## src/rtl/conv_ctrl.sv

```systemverilog
// Byte-to-word converter: aligns on COM, assembles 2- or 4-byte little-endian words.
// Optional WORD_CNT counter is built when CONV_CTRL_WORD_CNT_EN is defined.
module conv_ctrl #(
  parameter int unsigned SIZE    = 32,
  parameter logic [7:0]  COM     = 8'hBC,
  parameter int unsigned GAP_MAX = 3
) (
  input  logic            PCLK,
  input  logic            RESET,
  input  logic            VALID_IN,
  input  logic [7:0]      DATA_IN,
  input  logic            MODE,
  output logic [SIZE-1:0] DATA_OUT,
  output logic            VALID_OUT,
  output logic            ALIGNED,
  output logic            ERR_FRAME,
  output logic [15:0]     WORD_CNT
);

  typedef enum logic [1:0] {IDLE, SEARCH, ASSEMBLE} state_t;

  localparam logic [7:0] GAP_LIM = 8'(GAP_MAX);

  state_t          state_q;
  logic [1:0]      cnt_q;
  logic [7:0]      idle_q;
  logic            n2_q;
  logic [23:0]     shadow_q;
  logic [SIZE-1:0] data_q;
  logic            valid_q;
  logic            aligned_q;
  logic            err_q;

  logic        mode_n2;
  logic        is_com;
  logic        last_byte;
  logic        word_done;
  logic [31:0] word_full;

  assign mode_n2   = (SIZE == 16) ? 1'b1 : MODE;
  assign is_com    = VALID_IN && (DATA_IN == COM);
  assign last_byte = (cnt_q == (n2_q ? 2'd1 : 2'd3));
  assign word_done = (state_q == ASSEMBLE) && VALID_IN && !is_com && last_byte;

  // The final byte bypasses the shadow so the word is presented on the edge that samples it.
  always_comb begin
    word_full = '0;
    if (n2_q) word_full = {16'h0000, DATA_IN, shadow_q[7:0]};
    else      word_full = {DATA_IN, shadow_q};
  end

  always_ff @(posedge PCLK or negedge RESET) begin
    if (!RESET) begin
      state_q   <= IDLE;
      cnt_q     <= '0;
      idle_q    <= '0;
      n2_q      <= 1'b0;
      shadow_q  <= '0;
      data_q    <= '0;
      valid_q   <= 1'b0;
      aligned_q <= 1'b0;
      err_q     <= 1'b0;
    end else begin
      valid_q <= 1'b0;
      err_q   <= 1'b0;
      case (state_q)
        IDLE, SEARCH: begin
          if (is_com) begin
            state_q   <= ASSEMBLE;
            aligned_q <= 1'b1;
            cnt_q     <= '0;
            idle_q    <= '0;
            n2_q      <= mode_n2;
          end else if (VALID_IN) begin
            state_q <= SEARCH;
          end
        end
        ASSEMBLE: begin
          if (is_com) begin
            err_q  <= (cnt_q != 2'd0);
            cnt_q  <= '0;
            idle_q <= '0;
            n2_q   <= mode_n2;
          end else if (VALID_IN) begin
            idle_q <= '0;
            if (last_byte) begin
              data_q  <= word_full[SIZE-1:0];
              valid_q <= 1'b1;
              cnt_q   <= '0;
            end else begin
              case (cnt_q)
                2'd0:    shadow_q[7:0]   <= DATA_IN;
                2'd1:    shadow_q[15:8]  <= DATA_IN;
                default: shadow_q[23:16] <= DATA_IN;
              endcase
              cnt_q <= cnt_q + 2'd1;
            end
          end else if (cnt_q != 2'd0) begin
            if (idle_q == GAP_LIM) begin
              err_q     <= 1'b1;
              state_q   <= SEARCH;
              aligned_q <= 1'b0;
              cnt_q     <= '0;
              idle_q    <= '0;
            end else begin
              idle_q <= idle_q + 8'd1;
            end
          end
        end
        default: begin
          state_q   <= IDLE;
          aligned_q <= 1'b0;
        end
      endcase
    end
  end

  assign DATA_OUT  = data_q;
  assign VALID_OUT = valid_q;
  assign ALIGNED   = aligned_q;
  assign ERR_FRAME = err_q;

`ifdef CONV_CTRL_WORD_CNT_EN
  logic [15:0] wcnt_q;

  always_ff @(posedge PCLK or negedge RESET) begin
    if (!RESET) begin
      wcnt_q <= '0;
    end else if (word_done && (wcnt_q != 16'hFFFF)) begin
      wcnt_q <= wcnt_q + 16'd1;
    end
  end

  assign WORD_CNT = wcnt_q;
`else
  logic unused_word_done;
  assign unused_word_done = word_done;
  assign WORD_CNT = '0;
`endif

endmodule

```

## config.mk

```make
export PLATFORM = sky130hd
export DESIGN_NAME = conv_ctrl
export DESIGN_NICKNAME = d
export VERILOG_FILES = /design/src/rtl/conv_ctrl.sv
export SDC_FILE = /design/constraint.sdc
export NUM_CORES = 1
export LEC_CHECK = 0
export CORE_ASPECT_RATIO = 0.7
export CORE_MARGIN = 4
export CORE_UTILIZATION = 52
export DETAILED_ROUTE_END_ITERATION = 10
export GPL_TIMING_DRIVEN = 0
export PLACE_DENSITY = 0.81
export SLEW_MARGIN = 25
export SYNTH_ARGS = -nofsm -noshare
export SYNTH_HDL_FRONTEND = slang
export SYNTH_SLANG_ARGS = --single-unit
export TNS_END_PERCENT = 20
```

## constraint.sdc

```tcl
create_clock -name PCLK -period 2.3 [get_ports PCLK]
set_clock_uncertainty 0.1 [all_clocks]
set_input_delay 0.23 -clock PCLK [delete_from_list [all_inputs] [get_ports PCLK]]
set_output_delay 0.23 -clock PCLK [all_outputs]
set_load 0.01 [all_outputs]
```

# --- Word level (Yosys, flattened, before mapping) ---
# Cells that the tools add are included.
word_totals:
  ff_bits: 72
  inputBits: 12
  out_inout_bits: 51
  wordCells: 84
classes:
  n_addsub: 2
  eq_ne: 14
  muxes: 37
  bitwise: 3
  reduce_logical: 17
ops:
  columns: ["op", "n"]
  rows:
  - ["two-way mux 8 bit", 5]
  - ["two-way mux 32 bit", 1]
  - ["two-way mux 2 bit", 13]
  - ["AND reduction 5 bit", 5]
  - ["case mux 8 bit (2 select lines)", 1]
  - ["two-way mux 1 bit", 14]
  - ["adder 8 x 1 -> 8 bit, second input constant", 1]
  - ["equality test 8 x 2 -> 1 bit, second input constant", 1]
  - ["equality test 8 bit, second input constant", 1]
  - ["inequality test 4 x 3 -> 1 bit, second input constant", 2]
  - ["case mux 2 bit (2 select lines)", 2]
  - ["AND reduction 4 bit", 2]
  - ["inequality test 2 bit, second input constant", 3]
  - ["equality test 2 x 1 -> 1 bit, second input constant", 2]
  - ["zero test 2 bit", 2]
  - ["inequality test 2 x 1 -> 1 bit, second input constant", 2]
  - ["nonzero test 2 bit", 2]
  - ["OR reduction 2 bit", 2]
  - ["inequality test 3 bit, second input constant", 1]
  - ["inverter 1 bit", 3]
  - ["AND reduction 3 bit", 1]
  - ["OR reduction 3 bit", 1]
  - ["adder 2 x 1 -> 2 bit, second input constant", 1]
  - ["equality test 2 bit", 1]
  - ["other kinds (4)", 4]

# --- Logic depth before layout (Yosys ltp) ---
# Gate-level depths: netlist of the first run.
logic_depth:
  ltp_word: 6
  depth_mapped: 7

# --- Least setup slack after synthesis of the first run ---
# OpenSTA, ideal clock, no wires.
synth_path:
  kind: "register to register"
  startpoint: "reg idle_q[0]"
  endpoint: "reg state_q[1]"
  t_arrival_ns: 1.569
  path_slack_ns: 0.513
  path_stages_with_launch: 6
  path_buffers: 0
  cell_sequence: "dfrtp_1 -> ha_1 -> nor3b_1 -> nand2_1 -> o31a_1 -> a21o_1"
synth_via:
  elab_chain_len: 3
synth_rtl:
  columns: ["item", "line", "source"]
  rows:
  - ["start, declared", "26", "logic [7:0] idle_q;"]
  - ["start signal, assigned", "106", "idle_q <= idle_q + 8'd1;"]
  - ["equality test 8 x 2 -> 1 bit", "99", "if (idle_q == GAP_LIM) begin"]
  - ["inequality test 2 x 1 -> 1 bit (no source line)", null, null]
  - ["AND reduction 5 bit (no source line)", null, null]
  - ["end signal, assigned", "75", "state_q <= SEARCH;"]
  - ["end signal, assigned", "101", "state_q <= SEARCH;"]
  - ["end signal, assigned", "111", "state_q <= IDLE;"]
  - ["end, declared", "24", "state_t state_q;"]
# Every way passes these cells.
# A chain may end at the register's enable or synchronous reset.

# --- Worst setup path in the final report of the first run ---
layout_path:
  startpoint: "in DATA_IN[2]"
  endpoint: "reg data_q[6], in the netlist DATA_OUT[6]"
layout_via:
  elab_chain_len: 4
layout_rtl:
  columns: ["item", "line", "source"]
  rows:
  - ["start, declared", "11", "input logic [7:0] DATA_IN,"]
  - ["equality test 8 bit", "41", "assign is_com = VALID_IN && (DATA_IN == COM);"]
  - ["logical AND 1 bit", "41", null]
  - ["inverter 1 bit (no source line)", null, null]
  - ["AND reduction 4 bit (no source line)", null, null]
  - ["end signal, assigned", "87", "data_q <= word_full[SIZE-1:0];"]
  - ["end, declared", "29", "logic [SIZE-1:0] data_q;"]
# Every way passes these cells.

==> summary.txt, run 1 <==
SETUP PATH
-------------------------------------------------------------------------------------
Setup crit start kind ..................................................    input pin
Register-to-register setup slack .......................................       180 ps
Arrival time of data at the critical path endpoint .....................      2290 ps
Source of the worst register-to-register timing path ...................     cnt_q[0]
Endpoint class of the critical path ....................................    flip-flop
Terminus of the critical flop-to-flop path .............................     cnt_q[1]
Logic depth of the worst register-to-register path .....................            6
Critical path class .................................................... input pin to flip-flop
Required time worst endpoint ...........................................      2420 ps
Largest fanout on the critical path ....................................           10

PWR
-------------------------------------------------------------------------------------
Total Power ............................................................      2.36 mW
Leakage power ..........................................................      1.97 nW
Peak VDD IR ............................................................   0.000398 V
Cell Pwr Density .......................................................   559 mW/mm2

STA
-------------------------------------------------------------------------------------
Share of the clock period used by the worst path after layout ..........        0.944
Count of endpoints failing setup in the final report ...................            0
Final Max Slew Viols ...................................................            0
Hold WS ................................................................       308 ps
Max-slew headroom ......................................................        0.564
Slew at the pin closest to its max-slew limit ..........................       654 ps
Fin crit period ........................................................      2170 ps
Hold violation count in the final report ...............................            0
Setup repair after global routing missed its margin ....................        false
Least setup slack across all paths after layout ........................       128 ps
Upper clock frequency limit ............................................      460 MHz

SYNTH
-------------------------------------------------------------------------------------
Compound-cell area share of the yosys netlist ..........................       0.0977
Most used flip-flop cell after synthesis ...............................      dfrtp_1
Per-instance average area after synthesis ..............................     11.5 um2
Share of synthesized area spent on multiplexers ........................        0.133
Adder-cell area share of the yosys netlist .............................       0.0110
Total standard cell area after synthesis ...............................  0.00341 mm2
Post-Synthesis Cells ...................................................          297
Synth cell types .......................................................           46
Post-Synth XOR/XNOR Area ...............................................      0.00257
Top cell type's share of synthesized area ..............................        0.529
Number of synthesized flops with an enable pin .........................            0
Fraction of the yosys area taken by sequential cells ...................        0.529
Seq cells post-synth ...................................................           72
Combinational family with the most area after synthesis ................ simple AND/OR/NAND/NOR gates
Ys async rst share .....................................................         1.00
Count of synthesis-stage warnings from yosys ...........................            0
Cell taking the most area after synthesis ..............................      dfrtp_1
Ranking of synthesized cells by area ................................... dfrtp_1 (53%), mux2_2 (11%), o21ai_0 (4.3%), buf_4 (4.2%), nand2_1 (3.2%)
Post-synthesis simple-gate area fraction ...............................        0.166

DETAILED ROUTING
-------------------------------------------------------------------------------------
Number of vias after detailed routing ..................................         2440
DRC marker count from the first detailed-route iteration ...............          140
Number of nets still failing antenna checks after routing ..............            0
Final routed wire length divided by cell count .........................      16.3 um
First-pass detailed-route iteration total ..............................            4
Detailed Route WL ......................................................      7.40 mm
Residual DRC count .....................................................            0
Routed via count divided by cell count .................................         5.37

CLOCK TREE
-------------------------------------------------------------------------------------
Later-pin clock latency in the skew report .............................       340 ps
Clock tree from TritonCTS ..............................................          yes
Number of clock buffers inserted by TritonCTS ..........................            9
# clock sinks ..........................................................           72
Clock tree root driver cell ............................................     clkbuf_8
Post_cts resized .......................................................            0
Depth of the CTS H-tree ................................................            3
Clock Pin Slew Worst Setup and Hold Paths ..............................        70 ps
Buffers from clock root to sink, at most ...............................            2

FINISH
-------------------------------------------------------------------------------------
Post-route cell area ...................................................  0.00423 mm2
Number of nets in the layout ...........................................          386
Most frequent standard cell in the layout excluding fill and tap cells .      dfrtp_1
Layout cell share with drive strength beyond 1 .........................        0.223
Top library cells by usage in the layout, fill and taps aside .......... dfrtp_1 (72), clkdlybuf4s50_1 (45), mux2_2 (33)
Synth-to-layout area growth ............................................        24.3%
Number of diodes added for antenna fixing ..............................            0

WORST HOLD PATH
-------------------------------------------------------------------------------------
Class of the tightest hold or removal check ............................ input pin to asynchronous set/reset pin

PLACED DESIGN
-------------------------------------------------------------------------------------
Placed wire-length estimate after detailed placement ...................      5.27 mm
Routability Congestion .................................................        0.854
Quantity of I/O buffers inserted on ports ..............................           46
Placement-stage worst setup slack ......................................      -229 ps
Standard cell area after detailed placement ............................  0.00404 mm2

FLOORPLAN
-------------------------------------------------------------------------------------
I/O pin cnt ............................................................           63
Core Area ..............................................................  0.00631 mm2
Die width ..............................................................       105 um
Die span in y ..........................................................      75.7 um
Cell Rows ..............................................................           24
Initial core utilization ...............................................        0.540
Die ar. ................................................................  0.00793 mm2

GRT
-------------------------------------------------------------------------------------
GRT Overall Usage ......................................................        0.196
Met3 GRT Util ..........................................................       0.0576
Maximum number of pins on one net before global-route repair ...........           41
First-pass GRT wire length .............................................      11.9 mm
Initial antenna violation count ........................................            0
Remaining global-route overflow ........................................            0
Global routing met1 resource utilization ...............................        0.284
GRT Max-Usage Layer ....................................................         met2
Met2 track demand over resource ........................................        0.288
Number of global-route vias before repair ..............................         2346

RUN STATUS
-------------------------------------------------------------------------------------
Outcome ................................................................ finished, final reports clean

JOB
-------------------------------------------------------------------------------------
Max-capacitance violation count ........................................            0

-- worst max path at each step --
stage	startpoint	to	cells after the start
after CTS	DATA_IN[2]	DATA_OUT[13]	7
after detailed placement	DATA_IN[2]	DATA_OUT[13]	7
after global placement	RESET	state_q[0]	1
after global routing	DATA_IN[2]	DATA_OUT[13]	7
after floorplan	idle_q[0]	state_q[1]	5
final	DATA_IN[2]	DATA_OUT[6]	5
-- synthesized netlist by cell type (2+ instances only) --
library cell  number
a21oi_1            2
a21oi_4            2
nor2_1             4
dfrtp_1           72
nand3_2            3
nand3_1           14
inv_1              7
clkbuf_1           4
a31oi_1            2
nand3b_1           2
mux2_2            33
o21ai_0           29
o211ai_1           2
and2_1             2
nand4b_1           3
a22oi_1            2
nor3_1             2
a21o_1             4
buf_4             19
o2bb2ai_1          2
buf_2              4
nand2b_1          15
and4b_1            2
or2b_1             3
nand2_1           29
o22ai_1            2
or4_1              2
nor3b_1            2
ha_1               3
a21oi_2            2
mux2i_1            8
-- repair_timing --
item | CTS | global route
setup buffers | 0 | 0
hold endpoints to repair | 39 | 0
hold buffers | 1 | 0
-- sequential cells by signal (all words and copies together) (netlist names) --
signal	cells
shadow_q	24
state_q	2
n2_q	1
ALIGNED	1
ERR_FRAME	1
DATA_OUT	32
VALID_OUT	1
cnt_q	2
idle_q	8
-- layer usage --
layer,share of wire,routed length (um)
met1,0.49,3620
met2,0.43,3190
met3,0.068,505
met4,0.010,75
met5,0,0
-- cell type report --
type                       count  area [um2]
sequential                    72        1800
tap                           78        97.6
clock inverter                 2        12.5
multi-input combinational    206        1460
fill                         474        2070
clock buffer                  14         173
buffer                        27         178
timing repair buffer          48         488
inverter                       7        26.3
-- metrics by stage --
step / std cells / setup TNS, ps / utilization
finish: 454 / 0 / 0.671
global route: 454 / 0 / 0.671
CTS: 454 / 0 / 0.671
detailed placement: 437 / -6030 / 0.640
global placement: 436 / -109550 / 0.638
floorplan: 312 / 0 / -
-- kinds of logic after synthesis --
logic type / after synthesis
buf+inv: 34
flops: 72
compound gates: 52
simple gates: 93
fa+ha+maj: 3
mux: 41
other cells: 1
xor+xnor: 1
-- critical path: stages --
cell and delay, ps:
clkdlybuf4s50_1 700, nand4b_1 310, o2111ai_1 350, buf_2 320, mux2_2 370
-- report_power, final --
group          switching [mW]  leakage, nW  internal (mW)
Sequential            0.00920        0.987           1.27
Clock                   0.446       0.0927          0.480
Combinational          0.0895        0.887         0.0672
Total                   0.545         1.97           1.82
(Power assumes the default switching activity.)
==> inputs of run 2 (changes only) <==
--- a/config.mk
+++ b/config.mk
@@ -11,6 +11,7 @@
 export DETAILED_ROUTE_END_ITERATION = 10
 export GPL_TIMING_DRIVEN = 0
 export PLACE_DENSITY = 0.81
+export SKIP_CTS_REPAIR_TIMING = 1
 export SLEW_MARGIN = 25
 export SYNTH_ARGS = -nofsm -noshare
 export SYNTH_HDL_FRONTEND = slang
==> summary.txt, run 2 (synthesis results as in run 1) <==
RUN STATUS
--------------------------------------------------------------------------------------
Outcome ................................................................. finished, final reports clean

STA
--------------------------------------------------------------------------------------
Count of endpoints failing setup in the final report ....................            0
Max-slew headroom .......................................................        0.572
Least setup slack across all paths after layout .........................       119 ps
Hold violation count in the final report ................................            0
Share of the clock period used by the worst path after layout ...........        0.948
Final Max Slew Viols ....................................................            0
Setup repair after global routing missed its margin .....................        false
Hold WS .................................................................       310 ps
Slew at the pin closest to its max-slew limit ...........................       642 ps
Fin crit period .........................................................      2180 ps
Upper clock frequency limit .............................................      458 MHz

FINISH
--------------------------------------------------------------------------------------
Layout cell share with drive strength beyond 1 ..........................        0.223
Number of diodes added for antenna fixing ...............................            0
Flip-flop count of the largest register, all copies and words added .....           32
Final Instance Count excl. Fillers ......................................          454
Top library cells by usage in the layout, fill and taps aside ........... dfrtp_1 (72), clkdlybuf4s50_1 (45), mux2_2 (33)
Number of nets in the layout ............................................          386
Post-route cell area ....................................................  0.00423 mm2
Filler cells ............................................................          474
Synth-to-layout area growth .............................................        24.3%
Most frequent standard cell in the layout excluding fill and tap cells ..      dfrtp_1

PWR
--------------------------------------------------------------------------------------
Switching power summed over all nets ....................................     0.539 mW
Cell Pwr Density ........................................................   557 mW/mm2
Share of total power in combinational logic .............................        0.066
Int Power ...............................................................      1.82 mW
Total Power .............................................................      2.36 mW
Leakage power ...........................................................      1.97 nW
Relative contribution of sequential cells to total power ................        0.544
Net switching share of the total power ..................................        0.229
Share of power burned in the clock network ..............................        0.390
Peak VDD IR .............................................................   0.000398 V

PLACED DESIGN
--------------------------------------------------------------------------------------
Quantity of I/O buffers inserted on ports ...............................           46
Standard cell area after detailed placement .............................  0.00404 mm2
Placed wire-length estimate after detailed placement ....................      5.27 mm
Routability Congestion ..................................................        0.854
Placement-stage worst setup slack .......................................      -229 ps
Cell count after placement ..............................................          437

DETAILED ROUTING
--------------------------------------------------------------------------------------
Routed via count divided by cell count ..................................         5.33
Number of vias after detailed routing ...................................         2420
Detailed Route WL .......................................................      7.37 mm
First-pass detailed-route iteration total ...............................            4
DRC marker count from the first detailed-route iteration ................          143
Number of nets still failing antenna checks after routing ...............            0
Residual DRC count ......................................................            0
Final routed wire length divided by cell count ..........................      16.2 um

WORST HOLD PATH
--------------------------------------------------------------------------------------
Class of the tightest hold or removal check ............................. input pin to asynchronous set/reset pin

CLOCK TREE
--------------------------------------------------------------------------------------
Number of clock buffers inserted by TritonCTS ...........................            9
Clock tree from TritonCTS ...............................................          yes
Buffers from clock root to sink, at most ................................            2
# clock sinks ...........................................................           72
Clock Pin Slew Worst Setup and Hold Paths ...............................        70 ps
Later-pin clock latency in the skew report ..............................       340 ps
Clock tree root driver cell .............................................     clkbuf_8
Depth of the CTS H-tree .................................................            3

FLOORPLAN
--------------------------------------------------------------------------------------
Die span in y ...........................................................      75.7 um
Initial core utilization ................................................        0.540
Die width ...............................................................       105 um
Die ar. .................................................................  0.00793 mm2
Cell Rows ...............................................................           24
I/O pin cnt .............................................................           63
Core Area ...............................................................  0.00631 mm2

SETUP PATH
--------------------------------------------------------------------------------------
Critical path class ..................................................... input pin to flip-flop
Arrival time of data at the critical path endpoint ......................      2300 ps
Required time worst endpoint ............................................      2420 ps
Register-to-register setup slack ........................................       190 ps
Endpoint class of the critical path .....................................    flip-flop
Setup crit start kind ...................................................    input pin
Logic depth of the worst register-to-register path ......................            6
Source of the worst register-to-register timing path ....................     cnt_q[0]
Terminus of the critical flop-to-flop path ..............................     cnt_q[1]
Cell-by-cell listing of the critical path ............................... clkdlybuf4s50_1, nand4b_1, o2111ai_1, buf_2, mux2_2
Critical Path Source ....................................................   DATA_IN[2]
Critical path's largest stage delay .....................................       690 ps
Library cell contributing the largest single delay on the critical path . clkdlybuf4s50_1
Largest fanout on the critical path .....................................           10

GRT
--------------------------------------------------------------------------------------
First-pass GRT wire length ..............................................      11.9 mm
Initial antenna violation count .........................................            0
GRT Overall Usage .......................................................        0.195
Remaining global-route overflow .........................................            0
Maximum number of pins on one net before global-route repair ............           41
Number of global-route vias before repair ...............................         2342

JOB
--------------------------------------------------------------------------------------
Max-capacitance violation count .........................................            0

[run 2: cell counts in the layout (fill, tap and decap cells not counted)]
No cell type changed its count.
[run 2: worst max-delay path, delay by kind of cell]
family                 cells  cell delay, ps
multiplexers               1             370
AO/OA/AOI/OAI              1             360
AND/OR/NAND/NOR            1             310
buffers and inverters      2            1010
[run 2: through the flow]
stage                     utilization  TNS (ps)
after floorplan                     -         0
after global routing            0.671         0
after global placement          0.638   -109550
after CTS                       0.670         0
final                           0.671         0
after detailed placement        0.640     -6030
[run 2: area by class of cell]
class / count / area [um2] / share of cell area
clock inverters: 2 / 12.5 / 0.00296
multi-input cells: 206 / 1460 / 0.344
repair buffers: 48 / 488 / 0.115
inverters: 7 / 26.3 / 0.00621
well taps: 78 / 97.6 / 0.0230
plain buffers: 27 / 178 / 0.0420
flip-flops and latches: 72 / 1800 / 0.426
clock buffers: 14 / 173 / 0.0408
[run 2: routing by layer]
| layer | routed length [um] | GRT usage | part of all wire | vias to the layer above |
|---|---|---|---|---|
| met5 | 0 | 0 | 0 | - |
| met4 | 54 | 0.0626 | 0.0073 | 0 |
| li1 | - | - | - | 1170 |
| met3 | 507 | 0.0576 | 0.069 | 7 |
| met1 | 3580 | 0.283 | 0.49 | 1159 |
| met2 | 3230 | 0.286 | 0.44 | 84 |
[run 2: worst max-delay path by stage]
stage / cells after the start / to
CTS: 7 / DATA_OUT[13]
finish: 5 / DATA_OUT[6]
floorplan: 5 / state_q[1]
detailed placement: 7 / DATA_OUT[13]
global route: 7 / DATA_OUT[13]
global placement: 1 / state_q[0]
[run 2: power groups by stage]
| stage | Sequential, mW | Clock [mW] | Combinational [mW] |
|---|---|---|---|
| 3_5_place_dp | 1.31 | 0 | 0.155 |
| 4_1_cts | 1.28 | 0.947 | 0.155 |
| 3_3_place_gp | 1.31 | 0 | 0.148 |
| 2_1_floorplan | 1.31 | 0 | 0.0747 |
| 5_1_grt | 1.28 | 0.990 | 0.174 |
| 6_report | 1.28 | 0.921 | 0.156 |
==> inputs of run 3 (changes only) <==
--- a/config.mk
+++ b/config.mk
@@ -11,6 +11,7 @@
 export DETAILED_ROUTE_END_ITERATION = 10
 export GPL_TIMING_DRIVEN = 0
 export PLACE_DENSITY = 0.81
+export RECOVER_POWER = 25
 export SKIP_CTS_REPAIR_TIMING = 1
 export SLEW_MARGIN = 25
 export SYNTH_ARGS = -nofsm -noshare
==> summary.txt, run 3 (synthesis results as in run 1) <==
FINISH
--------------------------------------------------------------------------------------
Number of nets in the layout ............................................          386
Top library cells by usage in the layout, fill and taps aside ........... dfrtp_1 (72), clkdlybuf4s50_1 (45), mux2_2 (33)
Synth-to-layout area growth .............................................        23.8%
Flip-flop count of the largest register, all copies and words added .....           32
Layout cell share with drive strength beyond 1 ..........................        0.223
Filler cells ............................................................          477
Most frequent standard cell in the layout excluding fill and tap cells ..      dfrtp_1
Post-route cell area ....................................................  0.00422 mm2
Number of diodes added for antenna fixing ...............................            0

CLOCK TREE
--------------------------------------------------------------------------------------
Buffers from clock root to sink, at most ................................            2
# clock sinks ...........................................................           72
Clock tree root driver cell .............................................     clkbuf_8
Number of clock buffers inserted by TritonCTS ...........................            9
Clock Pin Slew Worst Setup and Hold Paths ...............................        70 ps
Clock tree from TritonCTS ...............................................          yes
Depth of the CTS H-tree .................................................            3
Later-pin clock latency in the skew report ..............................       330 ps

SETUP PATH
--------------------------------------------------------------------------------------
Required time worst endpoint ............................................      2420 ps
Source of the worst register-to-register timing path ....................     cnt_q[0]
Family with the most delay on the worst path ............................ buffers and inverters
Cell-by-cell listing of the critical path ............................... clkdlybuf4s50_1, nand4b_1, o2111ai_1, buf_2, mux2_2
Library cell contributing the largest single delay on the critical path . clkdlybuf4s50_1
Arrival time of data at the critical path endpoint ......................      2280 ps
Setup crit start kind ...................................................    input pin
Terminus of the critical flop-to-flop path ..............................     cnt_q[1]
Logic depth of the worst register-to-register path ......................            6
Buffering stage count on the worst path with inverters included .........            2
Largest fanout on the critical path .....................................           10
Critical path class ..................................................... input pin to flip-flop
Endpoint class of the critical path .....................................    flip-flop
Critical path's largest stage delay .....................................       690 ps
Critical Path Source ....................................................   DATA_IN[2]
Register-to-register setup slack ........................................       140 ps

WORST HOLD PATH
--------------------------------------------------------------------------------------
Hold path cells .........................................................            2
Hold Path Sink .......................................................... DATA_OUT[27]
Hold Startpoint ......................................................... DATA_OUT[27]
Class of the tightest hold or removal check ............................. flip-flop to flip-flop

DETAILED ROUTING
--------------------------------------------------------------------------------------
Routed via count divided by cell count ..................................         5.34
DRC marker count from the first detailed-route iteration ................          130
Number of vias after detailed routing ...................................         2425
Number of nets still failing antenna checks after routing ...............            0
Residual DRC count ......................................................            0
First-pass detailed-route iteration total ...............................            4
Detailed Route WL .......................................................      7.42 mm
Final routed wire length divided by cell count ..........................      16.3 um

PWR
--------------------------------------------------------------------------------------
Leakage power ...........................................................      1.96 nW
Peak VDD IR .............................................................   0.000397 V
Cell Pwr Density ........................................................   559 mW/mm2
Total Power .............................................................      2.36 mW

GRT
--------------------------------------------------------------------------------------
Maximum number of pins on one net before global-route repair ............           41
Remaining global-route overflow .........................................            0
First-pass GRT wire length ..............................................      11.9 mm
Number of global-route vias before repair ...............................         2342
Met3 GRT Util ...........................................................       0.0576
Global routing met1 resource utilization ................................        0.283
Met2 track demand over resource .........................................        0.286
GRT Max-Usage Layer .....................................................         met2
GRT Overall Usage .......................................................        0.195
Initial antenna violation count .........................................            0

STA
--------------------------------------------------------------------------------------
Least setup slack across all paths after layout .........................       138 ps
Final Max Slew Viols ....................................................            0
Hold WS .................................................................       380 ps
Fin crit period .........................................................      2160 ps
Upper clock frequency limit .............................................      463 MHz
Share of the clock period used by the worst path after layout ...........        0.940
Final sum of negative setup slack .......................................         0 ps
Slew at the pin closest to its max-slew limit ...........................       980 ps
Count of endpoints failing setup in the final report ....................            0
Setup repair after global routing missed its margin .....................        false
Hold violation count in the final report ................................            0
Max-slew headroom .......................................................        0.347

FLOORPLAN
--------------------------------------------------------------------------------------
Core Area ...............................................................  0.00631 mm2
Die span in y ...........................................................      75.7 um
I/O pin cnt .............................................................           63
Initial core utilization ................................................        0.540
Die width ...............................................................       105 um
Cell Rows ...............................................................           24
Die ar. .................................................................  0.00793 mm2

PLACED DESIGN
--------------------------------------------------------------------------------------
Standard cell area after detailed placement .............................  0.00404 mm2
Placement-stage worst setup slack .......................................      -229 ps
Placed wire-length estimate after detailed placement ....................      5.27 mm
Routability Congestion ..................................................        0.854
Quantity of I/O buffers inserted on ports ...............................           46

RUN STATUS
--------------------------------------------------------------------------------------
Outcome ................................................................. finished, final reports clean

JOB
--------------------------------------------------------------------------------------
Max-capacitance violation count .........................................            0

run 3: changes by cell type in the layout (fill, tap and decap cells not counted):
cell / delta
buf_12: -1
buf_2: +1
buf_4: -1
clkbuf_2: +1
run 3: metrics by stage:
| stage | std cells | util |
|---|---|---|
| global placement | 436 | 0.638 |
| global route | 454 | 0.669 |
| CTS | 453 | 0.670 |
| detailed placement | 437 | 0.640 |
| floorplan | 312 | - |
| finish | 454 | 0.669 |
run 3: final cells by class:
class / instances / area (um2) / share of cell area
Tap cell: 78 / 97.6 / 0.0231
Inverter: 7 / 26.3 / 0.00623
Clock buffer: 14 / 173 / 0.0409
Buffer: 27 / 178 / 0.0421
Timing Repair Buffer: 48 / 470 / 0.112
Clock inverter: 2 / 12.5 / 0.00297
Multi-Input combinational cell: 206 / 1460 / 0.346
Sequential cell: 72 / 1800 / 0.427
run 3: where the power goes:
part	switching, mW	internal (mW)	total (mW)
Combinational	0.0888	0.0637	0.153
Sequential	0.00935	1.27	1.28
Clock	0.441	0.480	0.921
Total	0.539	1.82	2.36
run 3: how the worst max path moves through the flow:
stage | cells after the start | end | slack, ps
after floorplan | 5 | state_q[1] | 510
after global placement | 1 | state_q[0] | -1470
after detailed placement | 7 | DATA_OUT[13] | -230
after CTS | 7 | DATA_OUT[13] | 160
after global routing | 7 | DATA_OUT[13] | 4
final | 5 | DATA_OUT[6] | 140
run 3: layer usage:
metal | vias up | wire length [um]
met5 | - | 0
met4 | 0 | 75
met2 | 78 | 3200
li1 | 1168 | -
met1 | 1171 | 3700
met3 | 8 | 438
run 3: tightest hold or removal path: cells and delay by family, from the launching register on:
| kind | cells | cell delay [ps] |
|---|---|---|
| and+or+nand+nor | 1 | 40 |
| DFF | 1 | 350 |
| AOI/OAI and AO/OA | 1 | 60 |
